`src/rtl/wb_queue.sv`:
```
// Writeback queue: merges MEM and ALU results into one register-file write port.
// Define WBQ_FWD_EN to add youngest-match forwarding outputs for SR1/SR2.
module wb_queue #(
    parameter int DEPTH = 4
) (
    input  logic                  CLK,
    input  logic                  RST,
    input  logic                  HLT,
    input  logic                  MemValid,
    output logic                  MemReady,
    input  logic [4:0]            MemDR,
    input  logic [31:0]           MemData,
    input  logic                  AluValid,
    output logic                  AluReady,
    input  logic [4:0]            AluDR,
    input  logic [31:0]           AluData,
    output logic                  RegW,
    output logic [4:0]            DR,
    output logic [31:0]           Reg_In,
    input  logic [4:0]            SR1,
    input  logic [4:0]            SR2,
    output logic                  Busy1,
    output logic                  Busy2,
    output logic [$clog2(DEPTH):0] Count,
    output logic                  Full,
    output logic                  Empty
`ifdef WBQ_FWD_EN
    ,
    output logic                  Fwd1Valid,
    output logic [31:0]           Fwd1Data,
    output logic                  Fwd2Valid,
    output logic [31:0]           Fwd2Data
`endif
);

    localparam int PW = $clog2(DEPTH);
    localparam int CW = PW + 1;
    localparam logic [CW-1:0] CNT_MAX = CW'(DEPTH);
    localparam logic [CW-1:0] CNT_M1  = CW'(DEPTH - 1);
    localparam logic [CW-1:0] CNT_M2  = CW'(DEPTH - 2);

    logic [4:0]    ent_dr_q   [DEPTH];
    logic [31:0]   ent_data_q [DEPTH];
    logic [DEPTH-1:0] vld_q;
    logic [PW-1:0] rd_ptr_q, rd_ptr_d;
    logic [PW-1:0] wr_ptr_q, wr_ptr_d;
    logic [PW-1:0] wa_alu;
    logic [CW-1:0] count_q, count_d;
    logic          regw_q;
    logic [4:0]    out_dr_q;
    logic [31:0]   out_data_q;

    logic pop, mem_push, alu_push;
    logic busy1, busy2;

    // Readiness looks only at the registered count; a same-cycle pop gives no credit.
    assign MemReady = (count_q < CNT_MAX);
    assign AluReady = (count_q <= CNT_M2) || ((count_q == CNT_M1) && !MemValid);

    always_comb begin
        pop      = !HLT && (count_q != '0);
        mem_push = MemValid && MemReady && (MemDR != 5'd0);
        alu_push = AluValid && AluReady && (AluDR != 5'd0);
        wa_alu   = wr_ptr_q + PW'(mem_push);
        wr_ptr_d = wa_alu + PW'(alu_push);
        rd_ptr_d = rd_ptr_q + PW'(pop);
        count_d  = count_q + CW'(mem_push) + CW'(alu_push) - CW'(pop);
    end

    always_ff @(posedge CLK or posedge RST) begin
        if (RST) begin
            rd_ptr_q   <= '0;
            wr_ptr_q   <= '0;
            count_q    <= '0;
            vld_q      <= '0;
            regw_q     <= 1'b0;
            out_dr_q   <= 5'd0;
            out_data_q <= 32'd0;
            for (int i = 0; i < DEPTH; i++) begin
                ent_dr_q[i]   <= 5'd0;
                ent_data_q[i] <= 32'd0;
            end
        end else begin
            rd_ptr_q <= rd_ptr_d;
            wr_ptr_q <= wr_ptr_d;
            count_q  <= count_d;
            regw_q   <= pop;
            if (pop) begin
                vld_q[rd_ptr_q] <= 1'b0;
                out_dr_q        <= ent_dr_q[rd_ptr_q];
                out_data_q      <= ent_data_q[rd_ptr_q];
            end
            if (mem_push) begin
                vld_q[wr_ptr_q]      <= 1'b1;
                ent_dr_q[wr_ptr_q]   <= MemDR;
                ent_data_q[wr_ptr_q] <= MemData;
            end
            if (alu_push) begin
                vld_q[wa_alu]      <= 1'b1;
                ent_dr_q[wa_alu]   <= AluDR;
                ent_data_q[wa_alu] <= AluData;
            end
        end
    end

    always_comb begin
        busy1 = regw_q && (out_dr_q == SR1);
        busy2 = regw_q && (out_dr_q == SR2);
        for (int i = 0; i < DEPTH; i++) begin
            if (vld_q[i] && (ent_dr_q[i] == SR1)) busy1 = 1'b1;
            if (vld_q[i] && (ent_dr_q[i] == SR2)) busy2 = 1'b1;
        end
    end

    assign Busy1  = busy1 && (SR1 != 5'd0);
    assign Busy2  = busy2 && (SR2 != 5'd0);
    assign RegW   = regw_q;
    assign DR     = out_dr_q;
    assign Reg_In = out_data_q;
    assign Count  = count_q;
    assign Full   = (count_q == CNT_MAX);
    assign Empty  = (count_q == '0);

`ifdef WBQ_FWD_EN
    logic [31:0]   f1d, f2d;
    logic [PW-1:0] idx;

    // Walk from head to tail so the youngest match wins; output register is oldest.
    always_comb begin
        f1d = out_data_q;
        f2d = out_data_q;
        idx = rd_ptr_q;
        for (int k = 0; k < DEPTH; k++) begin
            idx = rd_ptr_q + PW'(k);
            if (vld_q[idx] && (ent_dr_q[idx] == SR1)) f1d = ent_data_q[idx];
            if (vld_q[idx] && (ent_dr_q[idx] == SR2)) f2d = ent_data_q[idx];
        end
    end

    assign Fwd1Valid = Busy1;
    assign Fwd2Valid = Busy2;
    assign Fwd1Data  = Busy1 ? f1d : 32'd0;
    assign Fwd2Data  = Busy2 ? f2d : 32'd0;
`endif

endmodule
```
`config.mk`:
```
export PLATFORM = sky130hd
export DESIGN_NAME = wb_queue
export DESIGN_NICKNAME = d
export VERILOG_FILES = /design/src/rtl/wb_queue.sv
export SDC_FILE = /design/constraint.sdc
export NUM_CORES = 1
export LEC_CHECK = 0
export CAP_MARGIN = 20
export CORE_MARGIN = 3
export CORE_UTILIZATION = 55
export CTS_CLUSTER_DIAMETER = 80
export DETAILED_ROUTE_END_ITERATION = 12
export GPL_TIMING_DRIVEN = 0
export PLACE_DENSITY = 0.8
export SYNTH_ARGS = -nofsm -noshare
export SYNTH_HDL_FRONTEND = slang
export SYNTH_SLANG_ARGS = --single-unit
export TNS_END_PERCENT = 100
```
`constraint.sdc`:
```
create_clock -name CLK -period 10.85 [get_ports CLK]
set_input_delay 1.085 -clock CLK [delete_from_list [all_inputs] [get_ports CLK]]
set_output_delay 1.085 -clock CLK [all_outputs]
set_load 0.02 [all_outputs]
```
### Yosys cells after proc, flatten, opt, wreduce, memory -nomap -nowiden

Index checks and enable logic that the tools add are counted.

| storage, ports and cells | value |
|---|---|
| word-level logic and storage cells | 124 |
| register bits | 197 |
| input port bits | 89 |
| output and inout bits | 47 |

| operators by class | value |
|---|---|
| add/subtract/negate cells | 6 |
| magnitude comparators | 13 |
| bitwise logic cells | 7 |
| equality and inequality tests | 12 |
| mux-type cells | 39 |
| reduce and logical (&&, ||, !) cells | 32 |

Operators by type and width:

| operator | count |
|---|---|
| bitwise mux 128 bit | 2 |
| 2-to-1 mux 128 bit | 2 |
| demux 32 bit (select 2 bit) | 2 |
| 2-to-1 mux 32 bit | 4 |
| binary-select mux 32 bit (select 2 bit) | 1 |
| == test 5 bit | 10 |
| bitwise mux 20 bit | 2 |
| 2-to-1 mux 20 bit | 2 |
| logical AND 1 bit | 23 |
| demux 5 bit (select 2 bit) | 2 |
| 2-to-1 mux 5 bit | 4 |
| nonzero test 5 bit | 4 |
| 2-to-1 mux 4 bit | 3 |
| 2-to-1 mux 1 bit | 11 |
| binary-select mux 5 bit (select 2 bit) | 1 |
| greater-or-equal comparator 3 bit (second input constant) | 3 |
| < comparator 2 x 3 -> 1 bit (second input constant) | 3 |
| inverter 2 -> 3 bit | 3 |
| OR 4 bit | 2 |
| adder 2 x 1 -> 2 bit | 3 |
| adder 3 x 1 -> 3 bit | 2 |
| demux 1 bit (select 2 bit) | 3 |
| greater-or-equal comparator 2 x 1 -> 1 bit (second input constant) | 3 |
| < comparator 3 x 1 -> 1 bit (second input constant) | 2 |
| 11 further kinds | 12 |

### Longest topological paths before layout

Gate-level depths: netlist (run 1).

| logic depth | value |
|---|---|
| depth after elaboration | 11 |
| mapped depth | 10 |
| depth with buffers taken out | 9 |

### Least setup slack after synthesis (run 1)

Ideal clock, no wire load.

| timing | value |
|---|---|
| kind | input to register |
| start point | input port MemDR[3] |
| end point | register ent_dr_q[13] (netlist name) |
| setup slack | 7.446 ns |
| buffers on the path | 2 |
| library setup time | 0.136 ns |
| arrival time | 3.268 ns |
| required time | 10.714 ns |
| stages on the path | 9 |
| cell sequence | or4_1 > o21a_2 > ha_1 > xnor2_1 > nand2_1 > a211oi_1 > clkbuf_1 > clkbuf_1 > o21ai_0 |

| between the ends | value |
|---|---|
| word-level cells in the longest chain between the ends | 10 |
| elaborated cells between the ends (all ways) | 13 |
| classes of those cells | add/sub: 1; order compare: 2; mux: 6; bitwise: 1; reduce/logical: 3 |

RTL lines:

| element | line | source |
|---|---|---|
| start, declared | 11 | `input logic [4:0] MemDR,` |
| nonzero test 5 bit | 62 | `mem_push = MemValid && MemReady && (MemDR != 5'd0);` |
| logical AND 1 bit | 62 |  |
| adder 2 x 1 -> 2 bit | 64 | `wa_alu = wr_ptr_q + PW'(mem_push);` |
| inverter 2 -> 3 bit (implied by the code) | 100 | `ent_dr_q[wa_alu] <= AluDR;` |
| greater-or-equal comparator 3 bit (implied by the code) or < comparator 3 x 1 -> 1 bit (tied branches) | 100 |  |
| logical AND 1 bit (implied by the code) | 100 |  |
| 2-to-1 mux 5 bit (implied by the code) | 100 |  |
| demux 5 bit (select 2 bit) | 100 |  |
| bitwise mux 20 bit | 100 |  |
| 2-to-1 mux 20 bit * | 98 | `if (alu_push) begin` |
| end signal, assigned by index | 95 | `ent_dr_q[wr_ptr_q] <= MemDR;` |
| end signal, assigned by index | 100 |  |
| end, declared | 42 | `logic [4:0] ent_dr_q [DEPTH];` |

Mark *: on every way between the ends. The rest lies on a longest branch, timed or not.
A chain may end at the register's enable or synchronous reset.

### Worst setup path after layout (run 1)

| timing | value |
|---|---|
| start point | input port MemDR[3] |
| end point | register ent_data_q[26] (netlist name) |

| between the ends | value |
|---|---|
| word-level cells in the longest chain between the ends | 10 |
| elaborated cells between the ends (all ways) | 12 |
| classes of those cells | add/sub: 1; order compare: 2; mux: 5; bitwise: 1; reduce/logical: 3 |

RTL lines:

| element | line | source |
|---|---|---|
| nonzero test 5 bit * | 62 |  |
| logical AND 1 bit * | 62 |  |
| adder 2 x 1 -> 2 bit | 64 |  |
| inverter 2 -> 3 bit (implied by the code) | 101 | `ent_data_q[wa_alu] <= AluData;` |
| greater-or-equal comparator 3 bit (implied by the code) or < comparator 3 x 1 -> 1 bit (tied branches) | 101 |  |
| logical AND 1 bit (implied by the code) | 101 |  |
| 2-to-1 mux 32 bit (implied by the code) | 101 |  |
| demux 32 bit (select 2 bit) | 101 |  |
| bitwise mux 128 bit | 101 |  |
| 2-to-1 mux 128 bit * | 98 |  |
| end signal, assigned by index | 96 | `ent_data_q[wr_ptr_q] <= MemData;` |
| end signal, assigned by index | 101 |  |
| end, declared | 43 | `logic [31:0] ent_data_q [DEPTH];` |

Marked as above.

==> metrics.yaml, run 1 <==
ys_ff_latch: 197
timing.hold.worst.class: "flip-flop to flip-flop"
timing.critical_path.from_type: "input pin"
cts.reportedPaths.clkPinSlew_ns: 0.07
postSynthAreaPerCell_um2: 11.25
areaGrowthSynthToFinish_pct: 20.71
tritoncts_sinks: 197
ioPinCount: 136
postRouteAntennaNets: 0
synth_adder_area_share: 0.009187
syn-num-nets: 1016
die_width_um: 143.2
yosys.area.top_type: "dfrtp_1"
synthCells: 920
overflow: 0
drcViolationCount: 0
relSlewSlack: 0.4283
cts_buffers: 17
final_net_count: 1161
vias: 7820
pwr_density_cell_nw_per_um2: 300.7
largest_family_of_logic_cells_by_synthesized_area: "multiplexers"
rsz_0062_raised_after_global_routing: "false"
antenna_cells: 0
grt_max_degree: 121
finalWorstPathRequiredPeriod_ns: 4.325
syn_std_cell_area_um2: 10350
clock_tree.root_cell: "clkbuf_16"
placeableCoreArea_um2: 18210
timing.critical_path.required_ns: 11.21
max_freq_ghz: 0.2312
timing.critical_path.fanout_max: 10
synthDominantCellAreaShare: 0.4762
post_synth_xor_xnor_area: 0.04738
whs_ns: 0.5056
cts-htree-levels: 4
timing.final.hold_violations: 0
number_of_enable_flip_flop_cells_after_synthesis: 0
layout-drive-gt1-share: 0.1308
slowest_stage: "or4_1"
totalNegativeSetupSlack_ns: 0
synth_simple_gate_area_share: 0.07917
dp.final_hpwl_um: 19100
post_cts_resized: 0
path_cells: "clkdlybuf4s50_1 > or4_1 > o21a_2 > ha_1 > xor2_1 > nand2_1 > a211oi_1 > clkbuf_1 > clkbuf_1 > nand2_1 > o21ai_0"
status: "completed"
ys_top_cells_by_area: "dfrtp_1, mux2i_1, mux4_2"
cp-end-kind: "flip-flop"
yosysWarningCount: 0
ys_types: 34
ys_seq_area_frac: 0.4762
critical_path_arrival_ns: 4.68
worst_path_largest_cell_delay_ns: 0.61
worst_pin_slew_ns: 0.8575
maxSlewViolCount: 0
max-cap-violations: 0
io_buffer_count: 125
routabilityCongestion: 0.8918
grt_pass1_wl_um: 45410
timing.final.crit_share: 0.3987
routed_wl_um: 28240
dominantRegCellSynth: "dfrtp_1"
antenna_found_initial: 0
placement_rows: 49
post_drt_via_cell_ratio: 5.983
final_setup_vio_count: 0
ys_async_sr_fraction: 1.000
worst_skew_pair.late_latency_ns: 0.44
post_synth_mux_area_share: 0.2639
setup_bufs_post_cts: 0
grt.total_usage: 0.2871
die_h_um: 143.2
detailedRoute.firstPassIterationCount: 8
synth_compound_gate_area_share: 0.08244
drt_iter0_markers: 581
wire_per_inst_um: 21.61
peakVddDrop_v: 0.0001661
initial_utilization: 0.5685
fp.dieArea_um2: 20500
cts-root-to-sink-buffers: 2
power.static_leakage_nw: 5.954
criticalPathCategory: "input pin to flip-flop"
cts_tree: "yes"
post_cts_hold_buffer_count: 0
via_count_of_the_first_global_routing_pass: 8240
final_clock_skew_ns: 0.009329
state kept, by name, indices dropped and copies added (netlist names):
register / cells
Count: 3
ent_dr_q: 20
ent_data_q: 128
rd_ptr_q: 2
RegW: 1
wr_ptr_q: 2
DR: 5
vld_q: 4
Reg_In: 32
per-layer routing:
| metal | vias up | track usage | wire length, um |
|---|---|---|---|
| met5 | - | 0 | 0 |
| met4 | 0 | 0.08454 | 382 |
| met3 | 30 | 0.05861 | 2225 |
| met2 | 332 | 0.4701 | 14240 |
| met1 | 3911 | 0.3911 | 11390 |
| li1 | 3547 | - | - |
cell type report:
type / instances / area [um2]
plain buffers: 73 / 409.1
clock buffers: 21 / 470.5
clock inverters: 11 / 100.1
fillers: 1389 / 5714
inverters: 6 / 30.03
multi-input cells: 644 / 4990
flip-flops and latches: 197 / 4930
well taps: 229 / 286.5
repair buffers: 126 / 1279
Yosys cell counts (3+ instances only):
cell type	instances
xnor2_1	13
nand3_1	16
xor2_1	43
buf_12	3
inv_1	5
ha_1	6
dfrtp_1	197
a21oi_1	77
or4_1	4
o21ai_0	75
nor4_1	10
mux2_2	37
buf_6	6
nand3b_1	3
nor2_1	75
clkbuf_1	41
mux2i_1	148
mux4_2	37
buf_4	5
buf_2	18
nand2_1	82
power breakdown:
| group | total (mW) | leakage (nW) | switching (mW) | internal (mW) |
|---|---|---|---|---|
| registers | 1.38 | 2.33 | 0.265 | 1.12 |
| clock network | 0.619 | 0.285 | 0.283 | 0.336 |
| logic | 1.76 | 3.33 | 0.869 | 0.886 |
cells in the final DEF (no fill, tap or decap), drive strengths merged:
cell             n
inv              8
o21ai           76
a2111o           2
mux4            37
buf             33
clkdlybuf4s50  125
or3              1
a21oi           77
ha               6
a21o             2
nor2            75
clkbuf          62
clkinv           7
xor2            43
bufinv           1
mux2i          148
mux2            37
dfrtp          197
xnor2           13
nor2b            1
a211oi           2
or4              4
nand3           16
nand2           82
nand3b           3
fa               1
o21a             1
o41ai            1
nor3             2
clkinvlp         1
nand2b           2
o22a             2
nor4            10
kinds of logic after synthesis:
family                     after synthesis
muxes                                  222
DFF                                    197
and+or+nand+nor                        196
AOI/OAI and AO/OA                      163
buffers and inverters                   79
xor gates and xnor gates                56
adders and majority gates                7
worst max-delay path: cells and delay by family:
family / cells / cell delay, ns
XOR/XNOR: 1 / 0.19
AND/OR/NAND/NOR: 3 / 0.83
buffers and inverters: 3 / 1.60
AO/OA/AOI/OAI: 3 / 0.75
adder cells (fa/ha/maj): 1 / 0.22
metrics by stage:
stage	std cells	area, um2	utilization	power [mW]	setup WS, ns
6_report	1307	12490	0.6862	3.757	6.525
5_1_grt	1307	12490	0.6862	3.998	6.328
4_1_cts	1307	12490	0.6862	3.764	6.551
3_5_place_dp	1275	11920	0.6548	3.132	6.123
3_3_place_gp	1274	11890	0.6529	3.061	1.693
2_1_floorplan	920	10350	-	2.537	4.396
final timing paths:
| check | from | to | slack (ns) | cells past startpoint |
|---|---|---|---|---|
| min | Reg_In[15]$_DFFE_PP0N_ | Reg_In[15]$_DFFE_PP0N_ | 0.51 | 1 |
| max reg2reg | Count[2]$_DFF_PP0_ | Count[2]$_DFF_PP0_ | 7.49 | 9 |
| min in group asynchronous | RST | ent_data_q[7]$_DFF_PP0_ | 1.10 | 2 |
| max in group asynchronous | RST | RegW$_DFF_PP0_ | 8.76 | 3 |
| max | MemDR[3] | ent_data_q[26]$_DFF_PP0_ | 6.52 | 11 |
| min reg2reg | Reg_In[15]$_DFFE_PP0N_ | Reg_In[15]$_DFFE_PP0N_ | 0.51 | 1 |
Note: power is estimated with default switching activity, not from simulation.
==> run 2, diff against run 1 <==
==> constraint.sdc (replaced) <==
create_clock -name CLK -period 4.35 [get_ports CLK]
set_input_delay 0.435 -clock CLK [delete_from_list [all_inputs] [get_ports CLK]]
set_output_delay 0.435 -clock CLK [all_outputs]
set_load 0.02 [all_outputs]
==> run 2 against run 1 <==
Effect of this change: clock power increased to 2.6 times the previous value; largest cell class unchanged; final area increased by 0.83%; global-route usage decreased by 0.61 points.
==> metrics.yaml, run 2 (same netlist as run 1, synthesis figures left out) <==
status: "completed"
placement_rows: 49
detailedRoute.firstPassIterationCount: 9
layout-drive-gt1-share: 0.1331
timing.hold.worst.class: "input pin to async pin"
path_cells: "clkdlybuf4s50_1 > or4_1 > o21a_2 > ha_1 > xnor2_1 > nand2_1 > a211oi_1 > clkbuf_1 > clkbuf_1 > nand2_1 > o21ai_0"
routed-wl-met3_um: 1977
peakVddDrop_v: 0.0004249
overflow: 0
cts_buffers: 17
routabilityCongestion: 0.9042
timing.critical_path.from_type: "input pin"
wire_per_inst_um: 21.50
highest-signal-layer: "met4"
post_cts_resized: 0
post_drt_via_cell_ratio: 6.108
timing.final.crit_share: 0.8660
drcViolationCount: 0
cts-htree-levels: 4
worst_pin_slew_ns: 0.8563
vias: 8008
total_power_mw: 9.457
post_layout_nonfiller_instances: 1311
final_setup_vio_count: 0
postRouteAntennaNets: 0
timing.final.hold_violations: 0
whs_ns: 0.4434
io_buffer_count: 125
setup_bufs_post_cts: 0
drt_iter0_markers: 605
routed_wl_um: 28190
fp.dieArea_um2: 20500
worst_skew_pair.late_latency_ns: 0.44
antenna_found_initial: 0
met1_length_um: 11610
tritoncts_sinks: 197
via_count_of_the_first_global_routing_pass: 8174
slowest_stage: "or4_1"
grt.total_usage: 0.2811
rsz_0062_raised_after_global_routing: "false"
die_width_um: 143.2
maxSlewViolCount: 0
cts-root-to-sink-buffers: 2
cts.reportedPaths.clkPinSlew_ns: 0.07
place.detailed.instances: 1279
final_clock_skew_ns: 0.009307
die_h_um: 143.2
critical_path_arrival_ns: 4.12
grt_pass1_wl_um: 44440
layout.cells.most_common: "dfrtp_1"
max-cap-violations: 0
placed_area_um2: 11990
pwr_density_cell_nw_per_um2: 750.7
worst_path_largest_cell_delay_ns: 0.61
final_critical_path_setup_slack_ns: 0.5827
timing.critical_path.required_ns: 4.70
power.static_leakage_nw: 5.999
clock_tree.root_cell: "clkbuf_16"
timing.critical_path.fanout_max: 10
antenna_cells: 0
post_cts_hold_buffer_count: 0
areaGrowthSynthToFinish_pct: 21.71
initial_utilization: 0.5685
grt_max_degree: 37
cts_tree: "yes"
max_freq_ghz: 0.2654
ioPinCount: 136
layout.core_utilization: 0.6919
totalNegativeSetupSlack_ns: 0
most_flops_register: "ent_data_q"
final_net_count: 1165
placeableCoreArea_um2: 18210
largest_register_ffs: 128
dp.final_hpwl_um: 19430
commonest_cells_after_routing_fill_and_taps_aside: "dfrtp_1, mux2i_1, clkdlybuf4s50_1"
met2RoutedLength_um: 13950
relSlewSlack: 0.4292
finalWorstPathRequiredPeriod_ns: 3.767
placement.setup.worst_slack_ns: 0.2452
layout.cell_area.non_filler_um2: 12600
cp-end-kind: "flip-flop"
criticalPathCategory: "input pin to flip-flop"
[run 2: critical path, delay by kind of cell]
| family | cells | cell delay [ns] |
|---|---|---|
| adder cells (fa/ha/maj) | 1 | 0.22 |
| AND/OR/NAND/NOR | 3 | 0.82 |
| XOR/XNOR | 1 | 0.29 |
| buffers and inverters | 3 | 1.65 |
| AO/OA/AOI/OAI | 3 | 0.70 |
[run 2: worst paths after layout]
kind / from / to / slack (ns) / cells past startpoint
setup / recovery: MemDR[3] / ent_data_q[85]$_DFF_PP0_ / 0.58 / 11
hold / removal: RST / ent_data_q[11]$_DFF_PP0_ / 0.44 / 2
setup reg to reg: Count[2]$_DFF_PP0_ / Count[2]$_DFF_PP0_ / 1.05 / 9
hold reg to reg: Reg_In[1]$_DFFE_PP0N_ / Reg_In[1]$_DFFE_PP0N_ / 0.51 / 1
max in group asynchronous: RST / ent_data_q[65]$_DFF_PP0_ / 2.79 / 5
min in group CLK: Reg_In[1]$_DFFE_PP0N_ / Reg_In[1]$_DFFE_PP0N_ / 0.51 / 1
[run 2: routing by layer]
metal / vias to the layer above / GRT usage
li1: 3554 / -
met1: 4036 / 0.3863
met2: 359 / 0.4604
met3: 59 / 0.03851
met4: 0 / 0.1026
met5: - / 0
[run 2: final cells by class]
class                           count  area [um2]
Fill cell                        1369        5610
Multi-Input combinational cell    644        4990
Sequential cell                   197        4930
Timing Repair Buffer              130        1351
Clock buffer                       21       460.4
Buffer                             73       409.1
Tap cell                          229       286.5
Clock inverter                     11       145.1
Inverter                            6       26.28
[run 2: report_power, final]
group	internal (mW)	switching [mW]	leakage, nW	total, mW
combinational	2.22	2.15	3.36	4.37
sequential	2.79	0.656	2.33	3.44
clock	0.939	0.705	0.302	1.64
==> run 3, diff against run 2 <==
--- a/config.mk
+++ b/config.mk
@@ -12,6 +12,7 @@
 export DETAILED_ROUTE_END_ITERATION = 12
 export GPL_TIMING_DRIVEN = 0
 export PLACE_DENSITY = 0.8
+export REMOVE_ABC_BUFFERS = 1
 export SYNTH_ARGS = -nofsm -noshare
 export SYNTH_HDL_FRONTEND = slang
 export SYNTH_SLANG_ARGS = --single-unit
==> run 3 against run 2 <==
Effect of this change: combinational power decreased by 5.0%; via count shrank 7.3%; register-to-register slack better by 0.38 ns; maximum frequency is 14% higher; critical path type unchanged; critical endpoint is now ent_data_q[7]$_DFF_PP0_.
==> metrics.yaml, run 3 (same netlist as run 1, synthesis figures left out) <==
status: "completed"
io_buffer_count: 135
tritoncts_sinks: 197
post_cts_hold_buffer_count: 0
worst_hold_path.num_cells: 1
cts.reportedPaths.clkPinSlew_ns: 0.07
most_flops_register: "ent_data_q"
timing.reg2reg.worst_path_depth: 9
criticalPathCategory: "input pin to flip-flop"
post_drt_via_cell_ratio: 5.884
timing.critical_path.required_ns: 4.67
placed_area_um2: 11990
post_cts_resized: 0
timing.critical_path.fanout_max: 21
postRouteAntennaNets: 0
setup_bufs_post_cts: 0
fp.dieArea_um2: 20500
grt_max_degree: 104
placeableCoreArea_um2: 18210
layout-drive-gt1-share: 0.1308
final_setup_vio_count: 0
grt.total_usage: 0.2548
worst_skew_pair.late_latency_ns: 0.44
die_width_um: 143.2
cts_tree: "yes"
timing.hold.worst.class: "flip-flop to flip-flop"
placement_rows: 49
dp.final_hpwl_um: 16150
detailedRoute.firstPassIterationCount: 5
layout.cells.most_common: "dfrtp_1"
timing.final.hold_violations: 0
vias: 7420
cts_buffers: 17
relSlewSlack: 0.3891
routabilityCongestion: 0.9036
largest_register_ffs: 128
worst_pin_slew_ns: 0.9134
pwr_density_cell_nw_per_um2: 740.2
rsz_0062_raised_after_global_routing: "false"
initial_utilization: 0.5685
max_freq_ghz: 0.3025
areaGrowthSynthToFinish_pct: 21.46
drt_iter0_markers: 555
layout.cell_area.non_filler_um2: 12570
power.static_leakage_nw: 5.965
cp-end-kind: "flip-flop"
cts-root-to-sink-buffers: 2
overflow: 0
via_count_of_the_first_global_routing_pass: 7661
clock_tree.root_cell: "clkbuf_16"
wire_per_inst_um: 19.95
timing.critical_path.from_type: "input pin"
grt_pass1_wl_um: 40920
drcViolationCount: 0
timing.final.crit_share: 0.7600
commonest_cells_after_routing_fill_and_taps_aside: "dfrtp_1, mux2i_1, clkdlybuf4s50_1"
maxSlewViolCount: 0
layout.core_utilization: 0.6904
antenna_found_initial: 0
ioPinCount: 136
routed_wl_um: 25160
peakVddDrop_v: 0.0003643
final_clock_skew_ns: 0.009621
final_net_count: 1115
die_h_um: 143.2
finalWorstPathRequiredPeriod_ns: 3.306
max-cap-violations: 0
cts-htree-levels: 4
critical_path_arrival_ns: 3.62
antenna_cells: 0
-- run 3: cell types whose count changed in the layout (fill, tap and decap cells not counted), moves of 3 or more --
cell,previous run,this run
buf_12,8,5
buf_4,5,0
clkdlybuf4s50_1,125,135
clkinv_2,4,1
inv_8,0,3
buf_16,0,4
clkbuf_1,43,1
buf_6,6,0
buf_8,0,9
buf_2,18,0
-- run 3: layout make-up --
type                    count  area, um2
clock buffers              19      442.9
flip-flops and latches    197       4935
well taps                 229      286.5
multi-input cells         644       5039
fillers                  1342       5637
inverters                   6      30.03
repair buffers            153       1697
clock inverters            13      142.6
-- run 3: final timing paths --
path,startpoint,end,slack [ns]
worst min-delay path,Reg_In[8]$_DFFE_PP0N_,Reg_In[8]$_DFFE_PP0N_,0.51
max in group asynchronous,RST,rd_ptr_q[0]$_DFF_PP0_,2.85
worst max-delay path,MemDR[1],ent_data_q[7]$_DFF_PP0_,1.04
worst max register to register,Count[0]$_DFF_PP0_,Count[2]$_DFF_PP0_,1.43
min in group asynchronous,RST,ent_data_q[115]$_DFF_PP0_,0.54
worst min register to register,Reg_In[8]$_DFFE_PP0N_,Reg_In[8]$_DFFE_PP0N_,0.51
-- run 3: stage by stage --
stage	total power, mW	std cells	hold slack, ns	setup slack [ns]	TNS, ns
after floorplan	6.264	847	0.4822	-1.539	-399.00
after global placement	7.544	1211	0.4894	-4.965	-1222.76
after detailed placement	7.747	1229	0.4950	0.6334	0
after CTS	9.359	1261	0.5110	1.087	0
after global routing	9.928	1261	0.5177	0.8981	0
final	9.306	1261	0.5081	1.044	0
-- run 3: metal layers --
| metal | GRT usage | share of wire | up-vias |
|---|---|---|---|
| li1 | - | - | 3455 |
| met1 | 0.3385 | 0.43 | 3702 |
| met2 | 0.4315 | 0.51 | 229 |
| met3 | 0.04722 | 0.051 | 34 |
| met4 | 0.07204 | 0.017 | 0 |
| met5 | 0 | 0 | - |
-- run 3: worst max-delay path, cell delays in order --
cell and delay, ns:
clkdlybuf4s50_1 0.56, or4_1 0.54, o21a_2 0.27, ha_1 0.23, xor2_1 0.18, nand2_1 0.13, a211oi_4 0.73, buf_8 0.25
buf_8 0.16, o21ai_0 0.10
-- run 3: power breakdown --
group          switching, mW  internal (mW)  total, mW  leakage (nW)
Sequential             0.787           2.79       3.58          2.33
Combinational           1.91           2.25       4.15          3.35
Clock                  0.749          0.827       1.58         0.286
Total                   3.44           5.86       9.31          5.96
